<file path="src/rtl/button_event.sv">
// rtl/button_event.sv - button press/release/long-press/auto-repeat event generator
// Optional auto-repeat in LONG state is enabled by defining BUTTON_REPEAT_EN.
module button_event #(
    parameter int LONG_CYCLES   = 200,
    parameter int REPEAT_CYCLES = 50,
    parameter int CNT_W         = 16
) (
    input  logic clk,
    input  logic rst,
    input  logic pb_debounced,
    output logic press_pulse,
    output logic release_pulse,
    output logic long_pulse,
    output logic repeat_pulse,
    output logic held
);

    typedef enum logic [1:0] {IDLE, HOLD, LONG} state_t;

    localparam logic [CNT_W-1:0] LONG_TERM = CNT_W'(LONG_CYCLES - 1);
`ifdef BUTTON_REPEAT_EN
    localparam logic [CNT_W-1:0] REP_TERM  = CNT_W'(REPEAT_CYCLES - 1);
`endif

    state_t            state_q, state_d;
    logic              s1_q, s2_q, s3_q;
    logic [1:0]        mask_q, mask_d;
    logic [CNT_W-1:0]  cnt_q, cnt_d;
    logic              press_q, press_d;
    logic              release_q, release_d;
    logic              long_q, long_d;
    logic              repeat_q, repeat_d;
    logic              held_q, held_d;

    logic mask_done, rise, fall, long_term;

    // Edges are ignored until the synchronizer has refilled after reset, so a
    // button already held at reset release cannot look like a fresh press.
    assign mask_done = (mask_q == 2'd3);
    assign rise      = s2_q & ~s3_q & mask_done;
    assign fall      = s3_q & ~s2_q;
    assign long_term = (cnt_q == LONG_TERM);
    assign mask_d    = mask_done ? mask_q : mask_q + 2'd1;
    assign held_d    = s2_q;

    always_ff @(posedge clk or posedge rst) begin
        if (rst) begin
            s1_q   <= 1'b0;
            s2_q   <= 1'b0;
            s3_q   <= 1'b0;
            mask_q <= 2'd0;
        end else begin
            s1_q   <= pb_debounced;
            s2_q   <= s1_q;
            s3_q   <= s2_q;
            mask_q <= mask_d;
        end
    end

    always_ff @(posedge clk or posedge rst) begin
        if (rst) begin
            state_q   <= IDLE;
            cnt_q     <= '0;
            press_q   <= 1'b0;
            release_q <= 1'b0;
            long_q    <= 1'b0;
            repeat_q  <= 1'b0;
            held_q    <= 1'b0;
        end else begin
            state_q   <= state_d;
            cnt_q     <= cnt_d;
            press_q   <= press_d;
            release_q <= release_d;
            long_q    <= long_d;
            repeat_q  <= repeat_d;
            held_q    <= held_d;
        end
    end

    always_comb begin
        state_d = state_q;
        case (state_q)
            IDLE:    if (rise) state_d = HOLD;
            HOLD: begin
                if (fall)           state_d = IDLE;
                else if (long_term) state_d = LONG;
            end
            LONG:    if (fall) state_d = IDLE;
            default: state_d = IDLE;
        endcase
    end

    // Release is tested first so it wins over any terminal count that cycle.
    always_comb begin
        cnt_d     = cnt_q;
        press_d   = 1'b0;
        release_d = 1'b0;
        long_d    = 1'b0;
        repeat_d  = 1'b0;
        case (state_q)
            IDLE: begin
                cnt_d   = '0;
                press_d = rise;
            end
            HOLD: begin
                if (fall) begin
                    release_d = 1'b1;
                    cnt_d     = '0;
                end else if (long_term) begin
                    long_d = 1'b1;
                    cnt_d  = '0;
                end else begin
                    cnt_d = cnt_q + CNT_W'(1);
                end
            end
            LONG: begin
                if (fall) begin
                    release_d = 1'b1;
                    cnt_d     = '0;
                end else begin
`ifdef BUTTON_REPEAT_EN
                    if (cnt_q == REP_TERM) begin
                        repeat_d = 1'b1;
                        cnt_d    = '0;
                    end else begin
                        cnt_d = cnt_q + CNT_W'(1);
                    end
`else
                    cnt_d = '0;
`endif
                end
            end
            default: cnt_d = '0;
        endcase
    end

    assign press_pulse   = press_q;
    assign release_pulse = release_q;
    assign long_pulse    = long_q;
`ifdef BUTTON_REPEAT_EN
    assign repeat_pulse  = repeat_q;
`else
    assign repeat_pulse  = 1'b0;
`endif
    assign held          = held_q;

endmodule

</file>
<file path="config.mk">
export PLATFORM = sky130hd
export DESIGN_NAME = button_event
export DESIGN_NICKNAME = d
export VERILOG_FILES = /design/src/rtl/button_event.sv
export SDC_FILE = /design/constraint.sdc
export NUM_CORES = 1
export LEC_CHECK = 0
export CELL_PAD_IN_SITES_DETAIL_PLACEMENT = 1
export CELL_PAD_IN_SITES_GLOBAL_PLACEMENT = 1
export CORE_UTILIZATION = 49
export DETAILED_ROUTE_END_ITERATION = 8
export DONT_BUFFER_PORTS = 1
export HOLD_SLACK_MARGIN = 0.08
export PLACE_DENSITY = 0.72
export SETUP_SLACK_MARGIN = 0.4
export SLEW_MARGIN = 20
export SYNTH_ARGS = -nofsm -noshare
export SYNTH_HDL_FRONTEND = slang
export SYNTH_SLANG_ARGS = --single-unit
</file>
<file path="constraint.sdc">
create_clock -name clk -period 1.7 [get_ports clk]
set_input_delay 0.34 -clock clk [delete_from_list [all_inputs] [get_ports clk]]
set_output_delay 0.34 -clock clk [all_outputs]
set_load 0.02 [all_outputs]
</file>
==> results of run 1 <==
==> logic make-up after synthesis <==
family | after synthesis | synth area share [%]
AOI/OAI and AO/OA | 4 | 2.60
xor gates and xnor gates | 15 | 10.1
adders and majority gates | 5 | 4.82
buffers and inverters | 10 | 3.85
DFF | 26 | 50.1
muxes | 2 | 1.64
other | 1 | 0.289
and+or+nand+nor | 53 | 26.6
==> report_power, final <==
| group | switching, mW | internal, mW |
|---|---|---|
| logic | 0.231 | 0.143 |
| registers | 0.0514 | 0.673 |
| clock network | 0.190 | 0.131 |
| total | 0.473 | 0.947 |
==> area by class of cell <==
class	instances	area (sq um)
Fill cell	263	937
Multi-Input combinational cell	80	677
Sequential cell	26	661
Timing Repair Buffer	16	125
Tap cell	30	37.5
Clock buffer	4	36.3
Inverter	7	26.3
==> layer usage <==
layer | global-route usage, % | vias up | wire length, microns
met4 | 9.65 | 0 | 49
met1 | 28.3 | 455 | 1300
li1 | - | 417 | -
met5 | 0 | - | 0
met2 | 40.2 | 20 | 1500
met3 | 2.59 | 6 | 38
==> what timing repair did <==
item,in CTS,in global routing
setup endpoints to repair,18,18
gates resized for setup,10,6
buffers inserted,9,4
pin swaps,1,7
endpoints found under the hold margin,13,0
gates cloned,0,0
hold buffers,2,0
==> sequential cells by signal, summed over array words and instances (netlist names) <==
| name | flops |
|---|---|
| cnt_q | 16 |
| mask_q | 2 |
| state_q | 2 |
| held | 1 |
| held_d | 1 |
| long_pulse | 1 |
| press_pulse | 1 |
| release_pulse | 1 |
| s1_q | 1 |
==> critical path, stage by stage, from the launching register on <==
cell and delay, ns:
dfrtp_2 0.46, buf_4 0.15, nand3_2 0.15, nor4_4 0.32, xnor2_1 0.18, nor2_2 0.06
==> cells in the mapped netlist, types with 2 or more instances <==
master / n / share of area (%)
and3_1: 3 / 1.4
dfrtp_1: 26 / 50
ha_1: 5 / 4.8
inv_1: 7 / 2.0
nand2_1: 4 / 1.2
nand3_1: 7 / 2.7
nand4_2: 4 / 3.9
nor2_1: 18 / 5.2
nor2_2: 2 / 0.96
nor3_1: 5 / 1.9
nor4_2: 4 / 3.9
xnor2_1: 11 / 7.4
xor2_1: 4 / 2.7
==> final timing paths <==
| path | from | to | slack, ns | depth (start not counted) |
|---|---|---|---|---|
| worst min-delay path | s1_q | held_d | 0.37 | 0 |
| min in group asynchronous | rst | cnt_q[4] | 0.47 | 2 |
| worst min register to register | s1_q | held_d | 0.37 | 0 |
| worst max-delay path | cnt_q[3] | cnt_q[14] | 0.29 | 5 |
| max in group asynchronous | rst | cnt_q[0] | 0.63 | 3 |
| worst max register to register | cnt_q[3] | cnt_q[14] | 0.29 | 5 |
==> through the flow <==
step           cell area (sq um)  worst slack (ns)  utilization (%)  total power [mW]  hold slack [ns]
6_report                    1560             0.292             62.5              1.42            0.372
5_1_grt                     1560             0.243             62.5              1.49            0.397
4_1_cts                     1510             0.297             60.3              1.42            0.375
3_5_place_dp                1360             0.254             54.3              1.07            0.281
3_3_place_gp                1360             0.311             54.3              1.04            0.265
2_1_floorplan               1340             0.396                -              1.00            0.331
==> results.md, run 1 <==
- Syn nets: 124
- Critical path class: register to register
- Pleak: roughly 0.69 nW
- Post-route setup TNS: 0 ns
- H-Tree Level Count: 1
- Post-Syn Area: 1300 sq um
- Antenna violations before repair: 0
- Tcrit/Tclk final: roughly 83%
- Yosys warning count: 0
- Row count: 18
- Post-route DRC: 0
- Final hold vios: 0
- Status: completed
- TritonCTS sink count: 26
- Total die area: roughly 2900 sq um
- Initial Util: about half
- Finished Layout Cells: 163
- Crit path launch type: register
- 1st-iter DRT viols: 15
- Seq cells post-synth: 26
- Final setup violating endpoints: 0
- Yosys cell types: 29
- Max-Cap Viols: 0
- Gr ovfl total: 0
- CP Capture Type: register
- CTS buffer count: 3
- Largest net degree at the start of global routing: 16
- Nets: 142
- Share of cells above drive strength 1: between 30% and 40%
- Post-synth top flop: dfrtp_1
- Antenna-violating nets left: 0
- Via density: about 5.5
- CP arrival: roughly 1.6 ns
- Initial DRT Pass Iterations: 4
- Fmax: a little over 700 MHz
- GPL Wtd Cong: around 0.75
- Max Slew Vio Count: 0
- Ports: 8
- Worst Path Required: between 1.5 and 2 ns
- Most frequent cells in the layout: 18 x nor2_1, 18 x dfrtp_1, 14 x buf_4
- Routed wire length: 2890 microns
- Maximum vdd drop: just over 0.7 mV
- Post-synth EDFFs: 0
- RSZ-0062 raised after global routing: true
- WL per Instance: approximately 18 microns
- Sequential fraction of the synthesis area: between 50 and 60%
- Rel. slew slack: between 60% and 70%
- Via Count: 898
- Mean Syn Cell Area: about 11 sq um
- Die Height: roughly 53 microns
- Root buffer cell: clkbuf_4
- Slew @ Worst Pin: between 0.5 and 0.6 ns
- DP HPWL: 1870 microns
- Critical path fanouts, max: 5
- First-pass GRT wire length: roughly 4600 microns
- Power density cells: 909 nW/um^2
- Clock slew at reported path FFs: about 0.15 ns
- Clock Path Buffers: 2
- Post-placement cell count: 144
- Die Width: 53.5 microns
- Number of diodes: 0
- Worst-skew pair later-pin latency: roughly 0.32 ns
- Type of the worst min-delay path: register to register
- Core area: 2500 sq um
- I/O Buffers: 0
- Area grow syn2layout: 20.3%
- Post-Synthesis Cells: around 120
- Vias in the first global route: a little under 1000
- FFs w/ async S/R, synth: between 90% and 100%
- Clk_skew: 0.00401 ns
- Minimum clock period: 1.41 ns
- TritonCTS clock tree: built
- GRT Total Usage: 23.1%
(Power assumes the default switching activity.)
==> run 2, diff against run 1 <==
- clock period: 1.7 -> 1.3 ns (I/O delays scaled with it)
==> results.md, run 2 (same netlist as run 1, synthesis figures left out) <==
- CTS buffer count: 3 (unchanged)
- Clock Path Buffers: 2 (unchanged)
- Seq pwr share: 41.7% (-9.3 points)
- Row count: 18 (unchanged)
- Type of the worst min-delay path: primary input to async pin
- Nets: 164 (+15%)
- Max Slew Vio Count: 0 (unchanged)
- Leading cell type in the layout, fill and taps excluded: buf_4
- Total power: 2.32 mW (+63%)
- Initial Util: 52.0% (unchanged)
- Share of cells above drive strength 1: 49.7% (+13 points)
- TritonCTS clock tree: built
- Worst-skew pair later-pin latency: 0.35 ns (+0.03 ns)
- Most frequent cells in the layout: 31 x buf_4, 19 x dfrtp_1, 16 x nor2_1
- Fmax: 642 MHz (-9.7%)
- Status: complete, but fails checks
- Final hold vios: 0 (unchanged)
- Final setup violating endpoints: 19 (+19)
- Largest net degree at the start of global routing: 16 (unchanged)
- Combinational Power Share: 33.2% (+6.9 points)
- Worst path top cell family by delay: flip-flops
- Tcrit/Tclk final: 120% (+37 points)
- Die Width: 53.5 microns (unchanged)
- First-pass GRT wire length: 6310 microns (+37%)
- Clk_skew: 0.0153 ns (+0.0112 ns)
- Worst Path Required: 1.56 ns (-0.37 ns)
- Die Height: 53.5 microns (unchanged)
- Max reg flops: 16 (unchanged)
- GPL Wtd Cong: 0.768 (+2.6%)
- Clk network pwr share: 25.0% (+2.4 points)
- Failing checks: setup timing
- Clock slew at reported path FFs: 0.16 ns (about the same)
- Post-route setup TNS: -3.73 ns (-3.73 ns)
- Maximum vdd drop: 1.02 mV (+42%)
- Area grow syn2layout: 39.0%
- Post-route setup slack: -0.259 ns (-0.551 ns)
- Max incr delay on CP: 0.48 ns (+0.02 ns)
- Critical path class: register to register
- 1st-iter DRT viols: 15 (unchanged)
- Crit path launch type: register
- TritonCTS sink count: 26 (unchanged)
- Power density cells: 1290 nW/um^2 (+41%)
- DP HPWL: 2310 microns (+23%)
- Final hold slack: 0.307 ns (-0.0651 ns)
- Initial DRT Pass Iterations: 4 (unchanged)
- Minimum clock period: 1.56 ns (+0.151 ns)
- Crit path from: cnt_q[0]
- Vias in the first global route: 1155 (+16%)
- H-Tree Level Count: 1 (unchanged)
- Antenna-violating nets left: 0 (unchanged)
- CP Capture Type: register
- CP arrival: 1.81 ns (+0.17 ns)
- Gr ovfl total: 0 (unchanged)
- I/O Buffers: 0 (unchanged)
- Most flops, register: cnt_q
- Via Count: 1053 (+17%)
- Number of diodes: 0 (unchanged)
- Post-placement cell count: 162 (+13%)
- Finished Layout Cells: 185 (+13%)
- Max-Cap Viols: 0 (unchanged)
- Switch Pwr: 809 uW (+71%)
- Via density: 5.69 (+3.3%)
- WL per Instance: 25.2 microns (+42%)
- Slowest-stage cell, CP: dfrtp_1
- Root buffer cell: clkbuf_4
- Buf/Inv on CP: 0 (-1)
- Biggest regs: cnt_q (16), mask_q (2), state_q (2)
- Net Sw Frac: 34.9% (+1.6 points)
- Ports: 8 (unchanged)
- Critical path fanouts, max: 5 (unchanged)
- Routed wire length: 4660 microns (+61%)
- RSZ-0062 raised after global routing: true
- CP cell instances: ha_4 -> nand4_4 -> nand4b_4 -> o2bb2ai_4 -> a32oi_2
- GRT Total Usage: 33.8% (+11 points)
- Total die area: 2860 sq um (unchanged)
- Post-route DRC: 0 (unchanged)
- Antenna violations before repair: 0 (unchanged)
- Core area: 2500 sq um (unchanged)
- Crit Reg-Reg Startpoint: cnt_q[0]
- Pleak: 0.819 nW (+18%)
- Internal power: 1.51 mW (+60%)
## run 2: cell count changes in the layout (fill, tap and decap cells not counted), sizes merged
cell	previous run	this run
bufinv	0	1
clkbuf	4	3
buf	14	36
## run 2: area by class of cell
cell class,instances,area (sq um)
timing repair buffer,38,309
multi-input combinational,80,721
fill,235,694
inverter,7,26.3
sequential,26,659
clock buffer,3,22.5
tap,30,37.5
clock inverter,1,30.0
## run 2: final timing paths
path	to	slack, ns	cells past startpoint
max in group asynchronous	cnt_q[4]	0.48	3
worst min-delay path	cnt_q[0]	0.31	2
worst max-delay path	state_q[1]	-0.26	5
min in group clk	held_d	0.40	0
worst max register to register	state_q[1]	-0.26	5
worst min register to register	held_d	0.40	0
## run 2: timing repair
action,CTS,global route
pin swaps,7,3
gates resized for setup,25,5
hold buffers,2,0
endpoints found under the setup margin,27,27
endpoints found under the hold margin,27,0
setup buffers,11,6
## run 2: per-stage QoR
stage	instance area [sq um]	setup WS [ns]	util (%)
after global placement	1490	-0.0600	59.7
after CTS	1740	-0.146	69.6
after global routing	1810	-0.303	72.2
final	1810	-0.259	72.2
after floorplan	1340	-0.00341	-
after detailed placement	1490	-0.126	59.7
## run 2: power by group through the flow
stage / Clock (mW) / Combinational, mW / Sequential (mW)
floorplan: 0 / 0.356 / 0.956
global placement: 0 / 0.411 / 0.958
detailed placement: 0 / 0.431 / 0.971
CTS: 0.567 / 0.672 / 0.956
global route: 0.604 / 0.819 / 0.973
finish: 0.581 / 0.771 / 0.968
## run 2: metal layers
layer	vias up	GRT usage (%)	part of all wire, %
met5	-	0	0
met2	43	61.7	53
met4	0	17.5	4.4
li1	467	-	-
met1	523	36.3	37
met3	20	6.32	5.1
==> run 3, diff against run 2 <==
- HOLD_SLACK_MARGIN: 0.08 -> 0.02
==> results of run 3 <==
Final layout, timing and power as in run 2 (identical DEF).
==> RTL change, RTL diff (flow settings as in run 3) <==
The parameter `CNT_W` goes from 16 to 18.
--- a/src/rtl/button_event.sv
+++ b/src/rtl/button_event.sv
@@ -4,5 +4,5 @@
     parameter int LONG_CYCLES   = 200,
     parameter int REPEAT_CYCLES = 50,
-    parameter int CNT_W         = 16
+    parameter int CNT_W         = 18
 ) (
     input  logic clk,
Check against the original RTL: same outputs for any inputs over 10 cycles, from zero or initial values and one cycle with rst high; that may be too few to reach the edited logic, so the function may still have changed.
==> RTL change against run 3 <==
  * The flow still finishes with violations (setup timing)
  * Worst hold slack better by 60 ps
  * Area after synthesis up 8.5%
  * Global-route usage is 0.90 points higher
  * Setup slack got worse by 170 ps
  * Wire length rose by 19%
  * Sequential cell count is 2 higher
  * Total power down 2.8%
  * Sequential share of layout area is 2.9 points lower
  * Cell area increased by 16%
  * Critical path type unchanged
==> RTL change: results (changes against run 3) <==
* First-pass GRT wire length at 7850 µm (+24%)
* Vias in the first global route at 1462 (+27%)
* Starting DRC count in detailed routing at 50 (+35)
* Reg2reg path depth at 7 (+2)
* Post-synthesis sequential area ratio at 0.497 (-0.00363)
* Max Fanout on Critical Path at 4 (-1)
* Via count at 1316 (+25%)
* Tot GR Track Use at 0.347 (+0.00901)
* Synthesized Nets at 142 (+15%)
* Reg-to-reg endpoint: cnt_q[16]$_DFF_PP0_
* Placed instance area at 1700 µm² (+14%)
* Final setup viols at 20 (+1)
* # hold bufs at CTS at 2 (unchanged)
* WHS at 367 ps (+59.8 ps)
* Gpl congestion at 0.848 (+10%)
* Fin worst setup slack at -428 ps (-170 ps)
* Worst Path Arrival at 1980 ps (+170 ps)
* Reg-to-reg startpoint: cnt_q[1]$_DFF_PP0_
* Crit path max-delay family: simple AND/OR/NAND/NOR gates
* Synth area leaders: dfrtp_1 50%, xnor2_1 8.1%, nor2_1 4.8%, ha_1 4.4%, nand3_1 3.6%
* Nets@finish at 192 (+17%)
* Synth cell count leaders: 28 x dfrtp_1, 18 x nor2_1, 13 x xnor2_1, 10 x nand3_1, 9 x nor3_1
* Worst Skew at 2.54 ps (-12.7 ps)
* Sw Pwr at 0.706 mW (-13%)
* Regs by FF count: cnt_q (18), mask_q (2), state_q (2)
* Largest net degree at the start of global routing at 19 (+3)
* Max stage delay on crit path at 430 ps (-50 ps)
* Postcts setup bufs at 9 (-2)
* Leak at 0.908 nW (+11%)
* Final HPWL DP at 2540 µm (+9.7%)
* Post-cts sizing count at 27 (+8.0%)
* Share of layout cells above drive strength 1 at 0.481 (-0.0159)
* Status: finished with violations
* Synth cell types at 35 (+21%)
* Max VDD drop at 0.00100 V (-2.4%)
* Routed len/inst at 26.0 µm (+3.0%)
* Violated checks: setup timing
* Max reg flops at 18 (+2)
* Pre-CTS WS at -266 ps (-139 ps)
==> RTL change: metal layers <==
metal | vias to the layer above | share of wire | global-route usage
li1 | 561 | - | -
met1 | 677 | 0.38 | 0.435
met2 | 52 | 0.53 | 0.592
met3 | 26 | 0.050 | 0.0558
met4 | 0 | 0.041 | 0.154
met5 | - | 0 | 0
==> RTL change: final cells by class <==
cell class              count  area, µm²
multi-input cells          96        863
inverters                   6       22.5
fillers                   241        636
flip-flops and latches     28        706
well taps                  31       38.8
repair buffers             49        415
clock buffers               3       22.5
clock inverters             1       30.0
==> RTL change: cells by family (layout without fill, tap and decap cells) <==
kind of cell	count (synthesis)	after routing	share of synthesized area
compound gates	9	9	0.0542
buf+inv	10	59	0.0355
mux	3	3	0.0222
fa+ha+maj	5	5	0.0444
flops	28	28	0.497
simple gates	63	63	0.250
xor+xnor	15	15	0.0933
other cells	1	1	0.00266
==> RTL change: per-stage QoR <==
stage | utilization | setup TNS, ps | std cells
detailed placement | 0.622 | -4680 | 194
global placement | 0.622 | -3910 | 194
global route | 0.768 | -7190 | 214
floorplan | - | -3980 | 134
finish | 0.768 | -6560 | 214
CTS | 0.720 | -5080 | 209
==> RTL change: worst register-to-register path: stages, from the launching register on <==
cell and delay (ps):
dfrtp_1 430, ha_4 180, buf_4 110, buf_6 100, nand4_1 150, nor4_2 380, xnor2_1 200, nor2_1 80
==> RTL change: power groups by stage <==
stage | combinational (mW) | sequential [mW] | clock [mW]
after CTS | 0.606 | 0.968 | 0.588
after global routing | 0.728 | 0.977 | 0.627
after floorplan | 0.269 | 0.992 | 0
final | 0.682 | 0.973 | 0.601
after global placement | 0.465 | 0.986 | 0
after detailed placement | 0.486 | 0.990 | 0
